==> config.mk <==
export PLATFORM = sky130hd
export DESIGN_NAME = scaler_arbiter
export DESIGN_NICKNAME = d
export VERILOG_FILES = /design/src/rtl/scaler_arbiter_pkg.sv /design/src/rtl/scaler_arbiter_rr_arbiter.sv /design/src/rtl/scaler_arbiter.sv
export SDC_FILE = /design/constraint.sdc
export NUM_CORES = 1
export LEC_CHECK = 0
export BUFFER_PORTS_ARGS = -buffer_cell sky130_fd_sc_hd__buf_2
export CAP_MARGIN = 20
export CORE_ASPECT_RATIO = 0.6
export CORE_UTILIZATION = 45
export CTS_CLUSTER_DIAMETER = 30
export CTS_CLUSTER_SIZE = 14
export DETAILED_ROUTE_END_ITERATION = 16
export GPL_ROUTABILITY_DRIVEN = 0
export HOLD_SLACK_MARGIN = 0.1
export PLACE_DENSITY_LB_ADDON = 0.25
export SLEW_MARGIN = 20
export SYNTH_ARGS = -nofsm -noshare
export SYNTH_HDL_FRONTEND = slang
export SYNTH_SLANG_ARGS = --single-unit
==> constraint.sdc <==
create_clock -name clk -period 4.7 [get_ports clk]
set_input_delay 0.94 -clock clk [delete_from_list [all_inputs] [get_ports clk]]
set_output_delay 0.94 -clock clk [all_outputs]
set_load 0.03 [all_outputs]
==> src/rtl/scaler_arbiter_pkg.sv <==
// Shared types and helpers for the scaler round-robin arbiter.
// Holds the pass FSM encoding and the index-width helper used for parameter defaults.
package scaler_arbiter_pkg;

  typedef enum logic [1:0] {
    ST_IDLE = 2'd0,
    ST_RUN  = 2'd1,
    ST_DONE = 2'd2
  } state_e;

  function automatic int id_width(input int n);
    return (n > 1) ? $clog2(n) : 1;
  endfunction

endpackage

==> src/rtl/scaler_arbiter_rr_arbiter.sv <==
// Combinational round-robin pick: first eligible index at or after rr_ptr_i, wrapping.
module scaler_arbiter_rr_arbiter
  import scaler_arbiter_pkg::*;
#(
  parameter int NUM_REQ  = 4,
  parameter int ID_WIDTH = id_width(NUM_REQ)
) (
  input  logic [NUM_REQ-1:0]  eligible_i,
  input  logic [ID_WIDTH-1:0] rr_ptr_i,
  output logic [NUM_REQ-1:0]  grant_o,
  output logic [ID_WIDTH-1:0] grant_id_o,
  output logic                any_o
);

  localparam logic [ID_WIDTH:0] NUM_REQ_W = (ID_WIDTH + 1)'(NUM_REQ);

  logic [ID_WIDTH:0]   sum_s;
  logic [ID_WIDTH-1:0] idx_s;
  logic                hit_s;

  // Walk candidates starting at the pointer; the first hit wins and masks later ones.
  always_comb begin
    grant_o    = '0;
    grant_id_o = '0;
    any_o      = 1'b0;
    sum_s      = '0;
    idx_s      = '0;
    hit_s      = 1'b0;
    for (int k = 0; k < NUM_REQ; k++) begin
      sum_s      = {1'b0, rr_ptr_i} + (ID_WIDTH + 1)'(k);
      idx_s      = (sum_s >= NUM_REQ_W) ? ID_WIDTH'(sum_s - NUM_REQ_W) : ID_WIDTH'(sum_s);
      hit_s      = !any_o && eligible_i[idx_s];
      any_o      = any_o | hit_s;
      grant_o[idx_s] = grant_o[idx_s] | hit_s;
      grant_id_o = hit_s ? idx_s : grant_id_o;
    end
  end

endmodule

==> src/rtl/scaler_arbiter.sv <==
// Shares one scaler among NUM_REQ result producers: round-robin grant, registered scaler
// input, per-pass result counting and a source-id tag aligned with the scaler output.
module scaler_arbiter
  import scaler_arbiter_pkg::*;
#(
  parameter int NUM_REQ        = 4,
  parameter int RESULT_WIDTH   = 16,
  parameter int ITEMS_PER_REQ  = 2,
  parameter int SCALER_LATENCY = 1,
  parameter int ID_WIDTH       = id_width(NUM_REQ)
) (
  input  logic                            clk,
  input  logic                            rst_n,
  input  logic                            start,
  input  logic [NUM_REQ-1:0]              req_valid,
  input  logic [NUM_REQ*RESULT_WIDTH-1:0] req_data,
  output logic [NUM_REQ-1:0]              req_ready,
  output logic [RESULT_WIDTH:0]           scaler_input,
  output logic                            tag_valid,
  output logic [ID_WIDTH-1:0]             tag_id,
  output logic                            busy,
  output logic                            done
);

  localparam int CNT_W = id_width(ITEMS_PER_REQ + 1);
  localparam logic [CNT_W-1:0]    CNT_MAX = CNT_W'(ITEMS_PER_REQ);
  localparam logic [ID_WIDTH-1:0] LAST_ID = ID_WIDTH'(NUM_REQ - 1);

  state_e                state_q, state_d;
  logic [CNT_W-1:0]      count_q [NUM_REQ];
  logic [CNT_W-1:0]      count_d [NUM_REQ];
  logic [ID_WIDTH-1:0]   rr_ptr_q, rr_ptr_d;
  logic [RESULT_WIDTH:0] scaler_q, scaler_d;
  logic                  tag_valid_q [SCALER_LATENCY+1];
  logic [ID_WIDTH-1:0]   tag_id_q [SCALER_LATENCY+1];

  logic [NUM_REQ-1:0]      eligible_s;
  logic [NUM_REQ-1:0]      grant_s;
  logic [ID_WIDTH-1:0]     grant_id_s;
  logic                    any_s;
  logic                    last_s;
  logic                    pass_start_s;
  logic [RESULT_WIDTH-1:0] data_s;

  // A requester competes only while a pass runs and its quota is not yet met.
  always_comb begin
    eligible_s = '0;
    for (int i = 0; i < NUM_REQ; i++) begin
      eligible_s[i] = req_valid[i] && (state_q == ST_RUN) && (count_q[i] < CNT_MAX);
    end
  end

  scaler_arbiter_rr_arbiter #(
    .NUM_REQ  (NUM_REQ),
    .ID_WIDTH (ID_WIDTH)
  ) u_rr_arbiter (
    .eligible_i (eligible_s),
    .rr_ptr_i   (rr_ptr_q),
    .grant_o    (grant_s),
    .grant_id_o (grant_id_s),
    .any_o      (any_s)
  );

  assign req_ready = grant_s;

  // The pass ends on the transfer that fills the last open quota; data is a one-hot mux.
  always_comb begin
    last_s = any_s;
    data_s = '0;
    for (int i = 0; i < NUM_REQ; i++) begin
      last_s = last_s && ((count_q[i] + CNT_W'(grant_s[i])) == CNT_MAX);
      data_s = data_s | (req_data[i*RESULT_WIDTH +: RESULT_WIDTH] & {RESULT_WIDTH{grant_s[i]}});
    end
  end

  // Pass FSM; start is only honoured outside RUN.
  always_comb begin
    state_d      = state_q;
    pass_start_s = 1'b0;
    case (state_q)
      ST_IDLE, ST_DONE: begin
        if (start) begin
          state_d      = ST_RUN;
          pass_start_s = 1'b1;
        end else begin
          state_d = state_q;
        end
      end
      ST_RUN: begin
        if (last_s) begin
          state_d = ST_DONE;
        end else begin
          state_d = state_q;
        end
      end
      default: state_d = ST_IDLE;
    endcase
  end

  // Next-state for counters, pointer and the scaler input word.
  always_comb begin
    for (int i = 0; i < NUM_REQ; i++) begin
      count_d[i] = pass_start_s ? '0 : (count_q[i] + CNT_W'(grant_s[i]));
    end
    if (any_s) begin
      scaler_d = {1'b1, data_s};
      rr_ptr_d = (grant_id_s == LAST_ID) ? '0 : (grant_id_s + ID_WIDTH'(1));
    end else begin
      scaler_d = '0;
      rr_ptr_d = rr_ptr_q;
    end
  end

  // State, counters and the tag shift register; tag stage 0 lines up with scaler_input.
  always_ff @(posedge clk or negedge rst_n) begin
    if (!rst_n) begin
      state_q  <= ST_IDLE;
      rr_ptr_q <= '0;
      scaler_q <= '0;
      for (int i = 0; i < NUM_REQ; i++) begin
        count_q[i] <= '0;
      end
      for (int s = 0; s <= SCALER_LATENCY; s++) begin
        tag_valid_q[s] <= 1'b0;
        tag_id_q[s]    <= '0;
      end
    end else begin
      state_q  <= state_d;
      rr_ptr_q <= rr_ptr_d;
      scaler_q <= scaler_d;
      for (int i = 0; i < NUM_REQ; i++) begin
        count_q[i] <= count_d[i];
      end
      tag_valid_q[0] <= any_s;
      tag_id_q[0]    <= any_s ? grant_id_s : '0;
      for (int s = 1; s <= SCALER_LATENCY; s++) begin
        tag_valid_q[s] <= tag_valid_q[s-1];
        tag_id_q[s]    <= tag_id_q[s-1];
      end
    end
  end

  assign scaler_input = scaler_q;
  assign tag_valid    = tag_valid_q[SCALER_LATENCY];
  assign tag_id       = tag_id_q[SCALER_LATENCY];
  assign busy         = (state_q == ST_RUN);
  assign done         = (state_q == ST_DONE);

endmodule

After elaboration in Yosys (flattened, before gate mapping):

Index checks and enable logic that the tools add are counted.

* logic and storage cells: 135
* bits of input ports: 71
* output and inout port bits: 26
* register bits after elaboration: 35

* magnitude comparators: 16
* add/sub/neg operators: 12
* mux-type cells: 47
* reductions and logical operators: 25
* bitwise operators: 15
* equality and inequality tests: 9

Operators by type and width (count)
* 16-bit AND: 4
* 16-bit OR: 3
* 2-bit two-way mux: 16
* 1-bit logical AND: 19
* 17-bit two-way mux: 1
* 1-bit binary-select mux with 2-bit select: 8
* 1-bit two-way mux: 14
* 4-bit bitwise mux: 3
* 2-bit == test, second input constant: 6
* 2-bit by 3-bit less-than comparator with 1-bit output, second input constant: 4
* 3-bit greater-or-equal comparator, second input constant: 3
* 2-bit by 1-bit adder with 2-bit output: 4
* 1-bit demux with 2-bit select: 4
* 2-bit by 1-bit greater-or-equal comparator with 1-bit output, second input constant: 4
* 2-bit less-than comparator, second input constant: 4
* 2-bit by 1-bit subtractor with 2-bit output, second input constant: 4
* 1-bit OR: 7
* 2-bit by 2-bit adder with 3-bit output, second input constant: 2
* 4-bit AND: 1
* 2-bit case mux with 2 select lines: 1
* 2-bit by 1-bit adder with 3-bit output, second input constant: 1
* 2-bit by 3-bit greater-or-equal comparator with 1-bit output, second input constant: 1
* 1-bit zero test: 3
* 2-bit by 1-bit adder with 2-bit output, second input constant: 1
* other kinds (6): 6

Longest topological paths before layout:

Gate-level depths: netlist of run 1.

* word-level depth: 27
* depth in mapped cells: 19
* mapped depth without buffers: 16

Hierarchy:

A second synthesis of run 1 with hierarchy kept.

* cell total of the unflattened synthesis: 230
* area total of the unflattened synthesis: 2324.7 µm²

Modules (own cells, without submodules)
* scaler_arbiter: sequential area each 850.8 µm², times used 1, cells an instance 133, area each 1561.5 µm²
* scaler_arbiter_rr_arbiter: sequential area each 0.0 µm², times used 1, cells an instance 97, area each 763.2 µm²

Worst setup path before layout of run 1:

No wires, ideal clock.

* kind: reg-to-output
* from: reg rr_ptr_q[0]
* to: out req_ready[0]
* stages on the path, launching flop included: 14
* path buffers: 3
* slack: 0.545 ns
* arrival: 3.215 ns
* required time: 3.760 ns
* cells stage by stage: dfrtp_1 buf_2 inv_1 ha_1 clkbuf_1 nor2b_1 a22oi_2 nand2_1 o31a_1 a21o_1 a2bb2oi_1 o21ai_2 buf_2 a21o_1

* cells in the longest elaborated chain, start to end: 19
* elaborated cells on any way between the ends: 67
* classes of those cells: 7 x add/sub; 12 x order compare; 31 x mux; 7 x bitwise; 10 x reduce/logical

Ends and longest elaborated chain
* start: declaration: line scaler_arbiter.sv:32 `logic [ID_WIDTH-1:0] rr_ptr_q, rr_ptr_d;`
* start signal: assignment: line scaler_arbiter.sv:129 `rr_ptr_q <= rr_ptr_d;`
* 2-bit by 3-bit greater-or-equal comparator with 1-bit output or 2-bit by 1-bit subtractor with 2-bit output (tied branches): line scaler_arbiter_rr_arbiter.sv:31 `idx_s = (sum_s >= NUM_REQ_W) ? ID_WIDTH'(sum_s - NUM_REQ_W) : ID_WIDTH'(sum_s);`
* 2-bit two-way mux: line scaler_arbiter_rr_arbiter.sv:31
* 2-bit by 3-bit less-than comparator with 1-bit output (not written as such) or 2-bit by 1-bit greater-or-equal comparator with 1-bit output (tied branches): line scaler_arbiter_rr_arbiter.sv:34 `grant_o[idx_s] = grant_o[idx_s] | hit_s;`
* 1-bit logical AND (not written as such): line scaler_arbiter_rr_arbiter.sv:34
* 1-bit two-way mux (not written as such): line scaler_arbiter_rr_arbiter.sv:34
* 1-bit demux with 2-bit select
* 4-bit AND (no source line)
* 1-bit binary-select mux with 2-bit select: line scaler_arbiter_rr_arbiter.sv:34
* [... 3 more ...]
* 1-bit binary-select mux with 2-bit select: line scaler_arbiter_rr_arbiter.sv:34
* 1-bit two-way mux (not written as such): line scaler_arbiter_rr_arbiter.sv:34
* 1-bit OR: line scaler_arbiter_rr_arbiter.sv:34
* 4-bit bitwise mux: line scaler_arbiter_rr_arbiter.sv:34
* 1-bit binary-select mux with 2-bit select: line scaler_arbiter_rr_arbiter.sv:34
* 1-bit two-way mux (not written as such): line scaler_arbiter_rr_arbiter.sv:34
* 1-bit OR: line scaler_arbiter_rr_arbiter.sv:34
* 4-bit bitwise mux (*): line scaler_arbiter_rr_arbiter.sv:34
* end: declaration: line scaler_arbiter.sv:17 `output logic [NUM_REQ-1:0] req_ready,`

Every way passes the cells marked *; elsewhere a longest branch is shown, timed or not. The select of a mux whose other input is x is not followed.

Worst setup path in the final report of run 1:

* from: reg rr_ptr_q[0]
* to: out req_ready[2]

The elaborated chain is that of the path after synthesis.

==> results of run 1 <==
==> routing by layer <==
metal  vias up  share of wire [%]
met1      1475                 47
met3         9                8.3
met5         -                  0
met4         0               0.74
li1       1400                  -
met2       189                 44
==> worst max-delay path: stages, from the launching register on <==
cell and delay, ns:
dfrtp_1 0.38, inv_1 0.22, ha_1 0.41, buf_4 0.23
or3_1 0.38, a2111oi_1 0.63, a41oi_1 0.18, and2_1 0.25
a221oi_4 0.32, buf_2 0.26
==> area by class of cell <==
| type | instances | area (um2) | area share [%] |
|---|---|---|---|
| repair buffers | 108 | 571 | 16.3 |
| inverters | 36 | 135 | 3.85 |
| clock buffers | 6 | 82.6 | 2.35 |
| well taps | 84 | 105 | 2.99 |
| clock inverters | 2 | 12.5 | 0.356 |
| multi-input cells | 217 | 1750 | 50.0 |
| flip-flops and latches | 34 | 851 | 24.2 |
==> per-stage QoR <==
step	worst slack [ns]	cell area [um2]	utilization, %
global placement	0.508	3410	55.5
CTS	0.209	3500	57.1
detailed placement	0.363	3410	55.5
floorplan	0.545	2880	-
finish	0.208	3510	57.2
global route	0.0671	3510	57.2
==> cell usage after synthesis, types with 4 or more instances <==
| master | number |
|---|---|
| inv_1 | 36 |
| dfrtp_1 | 34 |
| a221o_1 | 32 |
| a211oi_1 | 18 |
| nand2_1 | 18 |
| nor2_1 | 17 |
| a222oi_1 | 16 |
| clkbuf_1 | 16 |
| a21oi_1 | 9 |
| nand2b_1 | 9 |
| ha_1 | 8 |
| nor2b_1 | 8 |
| and2_1 | 7 |
| a21o_1 | 6 |
| a22oi_1 | 4 |
| a31oi_1 | 4 |
| buf_2 | 4 |
| mux2i_1 | 4 |
| nor3_1 | 4 |
| xnor2_1 | 4 |
==> kinds of logic after synthesis <==
family	count (synthesis)	share of synthesized area (%)
muxes	6	2.56
adders and majority gates	8	3.48
DFF	34	29.6
AOI/OAI and AO/OA	117	37.0
and+or+nand+nor	82	16.5
xor gates and xnor gates	4	1.22
buffers and inverters	64	9.73
==> final timing paths <==
path / endpoint / cells past startpoint / slack [ns]
worst min-delay path: tag_id[0] / 0 / 0.35
max in group asynchronous: scaler_input[5] / 1 / 3.49
worst min register to register: tag_id[0] / 0 / 0.35
worst max register to register: state_q[0] / 15 / 0.54
min in group asynchronous: tag_id[0] / 1 / 0.71
worst max-delay path: req_ready[2] / 9 / 0.21
==> state kept, by name (all words and copies together) (netlist names) <==
register,count
count_q,8
rr_ptr_q,2
scaler_input,17
state_q,2
tag_id,2
tag_id_q,2
tag_valid,1
==> metrics.md, run 1 <==
| Metric | Value |
|---|---|
| Worst Path Required | `3.76 ns` |
| R2R Path Start | `rr_ptr_q[0]` |
| GRT Resource Usage Total | `25.8%` |
| Setup CP Type | `flop to output port` |
| M3 GR Usage | `about 4.4%` |
| Number of port buffers | `between 90 and 100` |
| Synthesized flop and latch total | `34` |
| Period utilization | `around 96%` |
| Commonest non-fill, non-tap cell in the layout | `buf_2` |
| Setup Viol. Count Final | `0` |
| Share of layout cells above drive strength 1 | `33.0%` |
| Max cap viols | `0` |
| TNS Setup | `0 ns` |
| Number of fill cells | `between 500 and 600` |
| GRT Residual Overflow | `0` |
| Cts-stage hold buffer count | `0` |
| Mean Syn Cell Area | `around 9.1 um2` |
| Post-synthesis net count | `between 300 and 400` |
| Die Span Y | `around 64 um` |
| Cts repair resizes | `0` |
| GR Layer Usage met2 | `39.3%` |
| Global-route wire length before repair | `13900 um` |
| Synth-to-Final Area Change | `21.9%` |
| Worst Clk Skew | `0.00567 ns` |
| WL per Instance | `~18 um` |
| Post-route insts no fill | `a little under 500` |
| Initial Util | `46.9%` |
| Inst Count DP | `479` |
| CTS tree | `yes` |
| Top Usage Layer GRT | `met2` |
| Cells after synthesis | `315` |
| Worst-Skew Late Latency | `0.29 ns` |
| Crit. End Element | `output port` |
| Worst hold path startpoint | `tag_id_q[2]` |
| Largest net degree at the start of global routing | `44` |
| Initial antenna violation count | `0` |
| Core area | `0.00614 mm2` |
| Drt total wl | `around 8500 um` |
| Final Hold Fails | `0` |
| Post-CTS Setup Inserts | `0` |
| Area contributors post-synth | `dfrtp_1 (30%), a221o_1 (11%), a222oi_1 (5.6%), a211oi_1 (4.7%), inv_1 (4.7%)` |
| 1st-iter DRT viols | `487` |
| Antenna-violating nets left | `0` |
| Pins Over Slew Limit | `0` |
| Met1 Use GR | `37.9%` |
| Distinct cells, synth | `59` |
| Depth of the CTS H-tree | `2` |
| Die W | `105 um` |
| DR pass1 iterations | `5` |
| Worst Path Arrival | `3.55 ns` |
| RSZ-0062 raised after global routing | `no` |
| Status | `completed` |
| Die Footprint | `0.00673 mm2` |
| Via Count | `between 3000 and 4000` |
| Critical Path Start Type | `flop` |
| Synthesized cell area | `0.00288 mm2` |
| Final min period | `4.49 ns` |
| Vias in the first global route | `2809` |
| Number of enable flip-flop cells after synthesis | `0` |
| Root buffer cell | `clkbuf_8` |
| Site Rows | `22` |
| Worst min-delay path category | `flop to flop` |
| IO Pins | `97` |
| Worst-path clk slew | `0.08 ns` |
| CTS buffer count | `5` |
| Syn. warnings | `0` |
| Most frequent cells in the layout | `buf_2 (96), inv_1 (36), dfrtp_1 (34), a221o_1 (32)` |
| Main synth FF type | `dfrtp_1` |
| Drt drc | `0` |
| Placed wire-length estimate | `6180 um` |
| CP startpoint | `rr_ptr_q[0]` |
| N_diodes | `0` |
| Relative max-transition margin | `between 40% and 50%` |
| Leading area contributor after synthesis | `dfrtp_1` |
| Sequential area share after synthesis | `~30%` |
| Ys async rst share | `100%` |
| Crit path max fanout | `10` |
| Top-area cell type share of the netlist area | `29.6%` |
| Final nets | `481` |
| CTS Sinks | `34` |
| F_max | `between 0.2 and 0.25 GHz` |
| Pin slew with the least headroom to its limit | `0.768 ns` |
| Hold Worst Slack | `0.350 ns` |
| Vias/cell | `6.31` |
| Clock buffer depth | `2` |
Power of run 1 is not shown: default switching activity piles up to over one toggle a cycle in this logic, so the estimate is an artifact.
==> run 2: changes to the inputs <==
--- a/config.mk
+++ b/config.mk
@@ -13,8 +13,10 @@
 export CTS_CLUSTER_SIZE = 14
 export DETAILED_ROUTE_END_ITERATION = 16
 export GPL_ROUTABILITY_DRIVEN = 0
+export GPL_TIMING_DRIVEN = 0
 export HOLD_SLACK_MARGIN = 0.1
 export PLACE_DENSITY_LB_ADDON = 0.25
+export RECOVER_POWER = 50
 export SLEW_MARGIN = 20
 export SYNTH_ARGS = -nofsm -noshare
 export SYNTH_HDL_FRONTEND = slang
==> constraint.sdc (replaced) <==
create_clock -name clk -period 4.7 [get_ports clk]
set_input_delay 0.94 -clock clk [delete_from_list [all_inputs] [get_ports clk]]
set_output_delay 0.94 -clock clk [all_outputs]
set_load 0.01 [all_outputs]
==> metrics.md, run 2 (synthesis results as in run 1) <==
| Metric | Value |
|---|---|
| Cell depth of the worst flop-to-flop path | `18` |
| Initial antenna violation count | `0` |
| Hold worst-path end | `tag_id[0]` |
| Int Pwr | `0.00188 W` |
| DR pass1 iterations | `6` |
| Crit-path cells | `buf_4 -> clkinvlp_4 -> ha_4 -> nor2b_1 -> a22oi_2 -> a21oi_1 -> o311a_1 -> a21o_1 -> or3b_4 -> a221oi_4 -> buf_6 -> buf_2` |
| Drt drc | `0` |
| Global-route wire length before repair | `14400 um` |
| Worst min-delay path category | `flop to flop` |
| Peak supply drop | `399 uV` |
| Antenna-violating nets left | `0` |
| CTS Sinks | `34` |
| Top Family by Delay on Critical Path | `compound AO/OA/AOI/OAI gates` |
| Synth-to-Final Area Change | `28.3%` |
| Post-layout instance area | `about 0.0037 mm2` |
| GRT Resource Usage Total | `26.9%` |
| Max cap viols | `1` |
| Worst-path clk slew | `around 0.070 ns` |
| Vias/cell | `6.15` |
| Post-route insts no fill | `509` |
| 1st-iter DRT viols | `roughly 330` |
| Number of fill cells | `566` |
| CTS tree | `yes` |
| Pin slew with the least headroom to its limit | `between 1.5 and 2 ns` |
| R2R Path Start | `rr_ptr_q[0]` |
| Critical Path Start Type | `flop` |
| Setup ws final | `0.140 ns` |
| Sw frac | `around 50%` |
| Crit-path slowest cell | `dfrtp_2` |
| Hold Worst Slack | `0.349 ns` |
| Vias in the first global route | `2836` |
| Power per cell area | `~1000 mW/mm2` |
| N_diodes | `0` |
| Pins Over Slew Limit | `35` |
| CTS buffer count | `5` |
| Depth of the CTS H-tree | `2` |
| Worst-Skew Late Latency | `0.29 ns` |
| Placed wire-length estimate | `6600 um` |
| Slowest stage delay, CP | `0.43 ns` |
| WL per Instance | `17.6 um` |
| GRT Residual Overflow | `0` |
| Initial Util | `46.9%` |
| Combinational share of power | `79.5%` |
| Die Footprint | `0.00673 mm2` |
| Site Rows | `22` |
| Crit. End Element | `output port` |
| Most frequent cells in the layout | `buf_2 (89), inv_1 (35), dfrtp_1 (33), a221o_1 (32), clkbuf_1 (19)` |
| Hold depth | `0` |
| Inst Count DP | `approximately 500` |
| IO Pins | `97` |
| Drt total wl | `a little under 9000 um` |
| Setup Viol. Count Final | `0` |
| Commonest non-fill, non-tap cell in the layout | `buf_2` |
| Die W | `around 110 um` |
| Relative max-transition margin | `-23.5%` |
| Crit path max fanout | `11` |
| Buffers & Inverters on Critical Path | `4` |
| Worst Path Required | `3.76 ns` |
| Period utilization | `between 90 and 100%` |
| Failing checks | `max-capacitance violations, max-slew violations` |
| Number of port buffers | `96` |
| Status | `complete, but fails checks` |
| Largest net degree at the start of global routing | `35` |
| Core area | `0.00614 mm2` |
| Setup CP Type | `flop to output port` |
| Root buffer cell | `clkbuf_8` |
| Worst hold path startpoint | `tag_id_q[2]` |
| Dpl ws | `-0.272 ns` |
| Reg2reg end | `state_q[0]` |
| Final nets | `503` |
| Share of layout cells above drive strength 1 | `approximately a third` |
| Largest register FFs | `17` |
| Clock buffer depth | `2` |
| Worst Clk Skew | `0.00998 ns` |
| NetSw | `0.00187 W` |
| Die Span Y | `64.0 um` |
| Final min period | `~4.6 ns` |
| F_max | `0.219 GHz` |
| Fin util | `60.2%` |
| Lkg Pwr | `1.75 nW` |
| Clock power frac | `6.2%` |
| Dpl cell area | `0.00346 mm2` |
| Via Count | `3130` |
| Reg power frac | `14.3%` |
| R2R Setup Slk | `between 0.5 and 0.6 ns` |
| Final Hold Fails | `0` |
| Worst Path Arrival | `3.62 ns` |
run 2: power by group through the flow:
| stage | combinational, W | sequential (W) | clock [W] |
|---|---|---|---|
| 2_1_floorplan | 0.00198 | 0.000571 | 0 |
| 3_3_place_gp | 0.00265 | 0.000533 | 0 |
| 3_5_place_dp | 0.00270 | 0.000540 | 0 |
| 4_1_cts | 0.00283 | 0.000536 | 0.000232 |
| 5_1_grt | 0.00325 | 0.000551 | 0.000245 |
| 6_report | 0.00298 | 0.000536 | 0.000231 |
run 2: how the worst max path moves through the flow:
stage                start            to  slack [ns]  cells after the start
3_3_place_gp   rr_ptr_q[0]  req_ready[1]       -0.23                     13
3_5_place_dp   rr_ptr_q[0]  req_ready[1]       -0.27                     13
6_report       rr_ptr_q[0]  req_ready[2]        0.14                     12
4_1_cts        rr_ptr_q[0]  req_ready[3]       0.009                     13
2_1_floorplan  rr_ptr_q[0]  req_ready[2]        0.60                     12
5_1_grt        rr_ptr_q[0]  req_ready[2]       -0.05                     12
run 2: layout make-up:
class,count,area (um2),area share (%)
tap,84,105,2.84
clock inverter,2,12.5,0.339
sequential,34,852,23.1
timing repair buffer,106,544,14.7
clock buffer,6,82.6,2.24
inverter,36,139,3.76
buffer,24,138,3.73
multi-input combinational,217,1820,49.3
run 2: per-stage QoR:
step                      power [W]  TNS [ns]
after floorplan             0.00255         0
final                       0.00375         0
after CTS                   0.00360         0
after detailed placement    0.00324    -0.955
after global placement      0.00318    -0.670
after global routing        0.00405   -0.0714
run 2: metal layers:
layer | share of wire (%) | GRT usage (%) | wire, um | up-vias
li1 | - | - | - | 1449
met1 | 47 | 40.5 | 4170 | 1478
met2 | 43 | 39.6 | 3870 | 191
met3 | 8.9 | 4.39 | 797 | 12
met4 | 1.1 | 7.04 | 95 | 0
met5 | 0 | 0 | 0 | -
run 2: what timing repair did:
action                     in CTS  in global routing
hold buffers                    0                  0
setup buffers                   3                  7
resized for setup              13                  7
pin swaps                       2                  2
setup endpoints to repair       6                  4
Note: power is estimated with default switching activity, not from simulation.
==> run 3: changes to the inputs <==
--- a/config.mk
+++ b/config.mk
@@ -8,6 +8,7 @@
 export BUFFER_PORTS_ARGS = -buffer_cell sky130_fd_sc_hd__buf_2
 export CAP_MARGIN = 20
 export CORE_ASPECT_RATIO = 0.6
+export CORE_MARGIN = 2
 export CORE_UTILIZATION = 45
 export CTS_CLUSTER_DIAMETER = 30
 export CTS_CLUSTER_SIZE = 14
==> metrics.md, run 3 (synthesis results as in run 1) <==
| Metric | Value |
|---|---|
| Vias/cell | `6.20` |
| DR pass1 iterations | `7` |
| R2R Setup Slk | `between 0.6 and 0.7 ns` |
| Initial antenna violation count | `0` |
| Area occupied by multi-input gates | `0.00183 mm2` |
| N_diodes | `0` |
| Worst min-delay path category | `flop to flop` |
| WL per Instance | `18.0 um` |
| Number of port buffers | `96` |
| Worst Clk Skew | `0.00642 ns` |
| Global-route wire length before repair | `approximately 14000 um` |
| Final min period | `4.53 ns` |
| Die Span Y | `66.0 um` |
| Clock buffer depth | `2` |
| Site Rows | `22` |
| Initial Util | `46.9%` |
| Depth of the CTS H-tree | `2` |
| Vias in the first global route | `2895` |
| Drt drc | `0` |
| Setup CP Type | `primary input to output port` |
| Lkg Pwr | `1.73 nW` |
| Commonest non-fill, non-tap cell in the layout | `buf_2` |
| Failing checks | `max-capacitance violations, max-slew violations` |
| Reg2reg end | `state_q[0]` |
| GRT Residual Overflow | `0` |
| Slowest stage delay, CP | `~0.4 ns` |
| Die W | `approximately 110 um` |
| Total power | `0.00373 W` |
| Period utilization | `96.4%` |
| RSZ-0062 raised after global routing | `yes` |
| Fin util | `between 50% and 60%` |
| Peak supply drop | `398 uV` |
| Cell depth of the worst flop-to-flop path | `18` |
| Die Footprint | `0.00707 mm2` |
| Worst-path clk slew | `0.07 ns` |
| CP endpoint | `req_ready[1]` |
| Setup Viol. Count Final | `0` |
| Hold depth | `0` |
| CTS tree | `yes` |
| Critical Path Start Type | `primary input` |
| Worst Path Arrival | `3.59 ns` |
| Worst Path Required | `about 3.8 ns` |
| Crit-path slowest cell | `and4bb_1` |
| Core area | `just over 0.006 mm2` |
| Drt total wl | `about 9100 um` |
| Power per cell area | `1020 mW/mm2` |
| Most frequent cells in the layout | `buf_2 (90), inv_1 (35), dfrtp_1 (33), a221o_1 (32)` |
| F_max | `0.221 GHz` |
| Post-route insts no fill | `around 500` |
| IO Pins | `between 90 and 100` |
| Number of fill cells | `558` |
| Crit. End Element | `output port` |
| CTS Sinks | `34` |
| Antenna-violating nets left | `0` |
| Cts-stage hold buffer count | `0` |
| Final nets | `499` |
| Pins Over Slew Limit | `35` |
| R2R Path Start | `rr_ptr_q[0]` |
| Final Hold Fails | `0` |
| Register area | `852 um2` |
| Max cap viols | `1` |
| Via Count | `3117` |
| Crit path max fanout | `10` |
| Largest register FFs | `17` |
| Root buffer cell | `clkbuf_8` |
| Relative max-transition margin | `-21.0%` |
| Synth-to-Final Area Change | `27.1%` |
| Status | `complete, but fails checks` |
| CP startpoint | `req_valid[0]` |
| Placed wire-length estimate | `6700 um` |
| Inst Count DP | `roughly 500` |
| GRT Resource Usage Total | `25.5%` |
| Largest net degree at the start of global routing | `35` |
| Share of layout cells above drive strength 1 | `32.9%` |
| Worst-Skew Late Latency | `0.28 ns` |
| Crit-path cells | `buf_2 -> and4bb_1 -> a22oi_4 -> and2_1 -> buf_4 -> a31oi_1 -> and2_0 -> a2bb2oi_2 -> o21ai_4 -> buf_4 -> a21o_1 -> buf_2` |
| CTS buffer count | `5` |
| 1st-iter DRT viols | `365` |
| Pin slew with the least headroom to its limit | `1.82 ns` |
-- run 3: repair_timing --
action / CTS / global route
pin swaps: 2 / 1
buffers inserted: 2 / 4
endpoints found under the setup margin: 6 / 4
cloned: 0 / 0
resized for setup: 13 / 8
-- run 3: metal layers --
| layer | global-route usage [%] | share of wire [%] | vias to the layer above | wire (um) |
|---|---|---|---|---|
| met4 | 5.68 | 0.90 | 0 | 82 |
| met3 | 3.15 | 8.5 | 10 | 769 |
| li1 | - | - | 1434 | - |
| met1 | 38.5 | 47 | 1499 | 4230 |
| met5 | 0 | 0 | - | 0 |
| met2 | 38.7 | 44 | 174 | 3980 |
-- run 3: worst min-delay path by stage --
| stage | start | endpoint | slack, ns |
|---|---|---|---|
| global placement | tag_id_q[2] | tag_id[0] | 0.33 |
| floorplan | tag_id_q[2] | tag_id[0] | 0.33 |
| finish | tag_id_q[2] | tag_id[0] | 0.35 |
| global route | tag_id_q[2] | tag_id[0] | 0.37 |
| detailed placement | tag_id_q[2] | tag_id[0] | 0.34 |
| CTS | tag_id_q[2] | tag_id[0] | 0.35 |
-- run 3: per-stage QoR --
| step | hold WS [ns] | setup slack (ns) | instance area (um2) | TNS [ns] |
|---|---|---|---|---|
| final | 0.350 | 0.168 | 3660 | 0 |
| after global routing | 0.371 | -0.00168 | 3660 | -0.00168 |
| after CTS | 0.351 | 0.0228 | 3610 | 0 |
| after detailed placement | 0.337 | -0.317 | 3460 | -1.15 |
| after global placement | 0.333 | -0.189 | 3460 | -0.565 |
| after floorplan | 0.331 | 0.603 | 2880 | 0 |
-- run 3: area by class of cell --
cell class                 instances  share of cell area [%]
multi-input combinational        217                    49.9
sequential                        34                    23.3
timing repair buffer             102                    14.1
inverter                          36                    3.80
buffer                            24                    3.76
tap                               84                    2.87
clock buffer                       6                    2.26
-- run 3: critical path: cells and delay by family --
family	cells	cell delay [ns]
buffers and inverters	4	0.62
AND/OR/NAND/NOR	3	0.85
AO/OA/AOI/OAI	5	1.17
-- run 3: where the power goes --
| part | internal [W] | total, W | leakage (nW) | switching (W) |
|---|---|---|---|---|
| Sequential | 0.000466 | 0.000532 | 0.401 | 0.0000659 |
| Combinational | 0.00126 | 0.00298 | 1.29 | 0.00172 |
| Clock | 0.000113 | 0.000213 | 0.0431 | 0.0000998 |
| Total | 0.00184 | 0.00373 | 1.73 | 0.00189 |
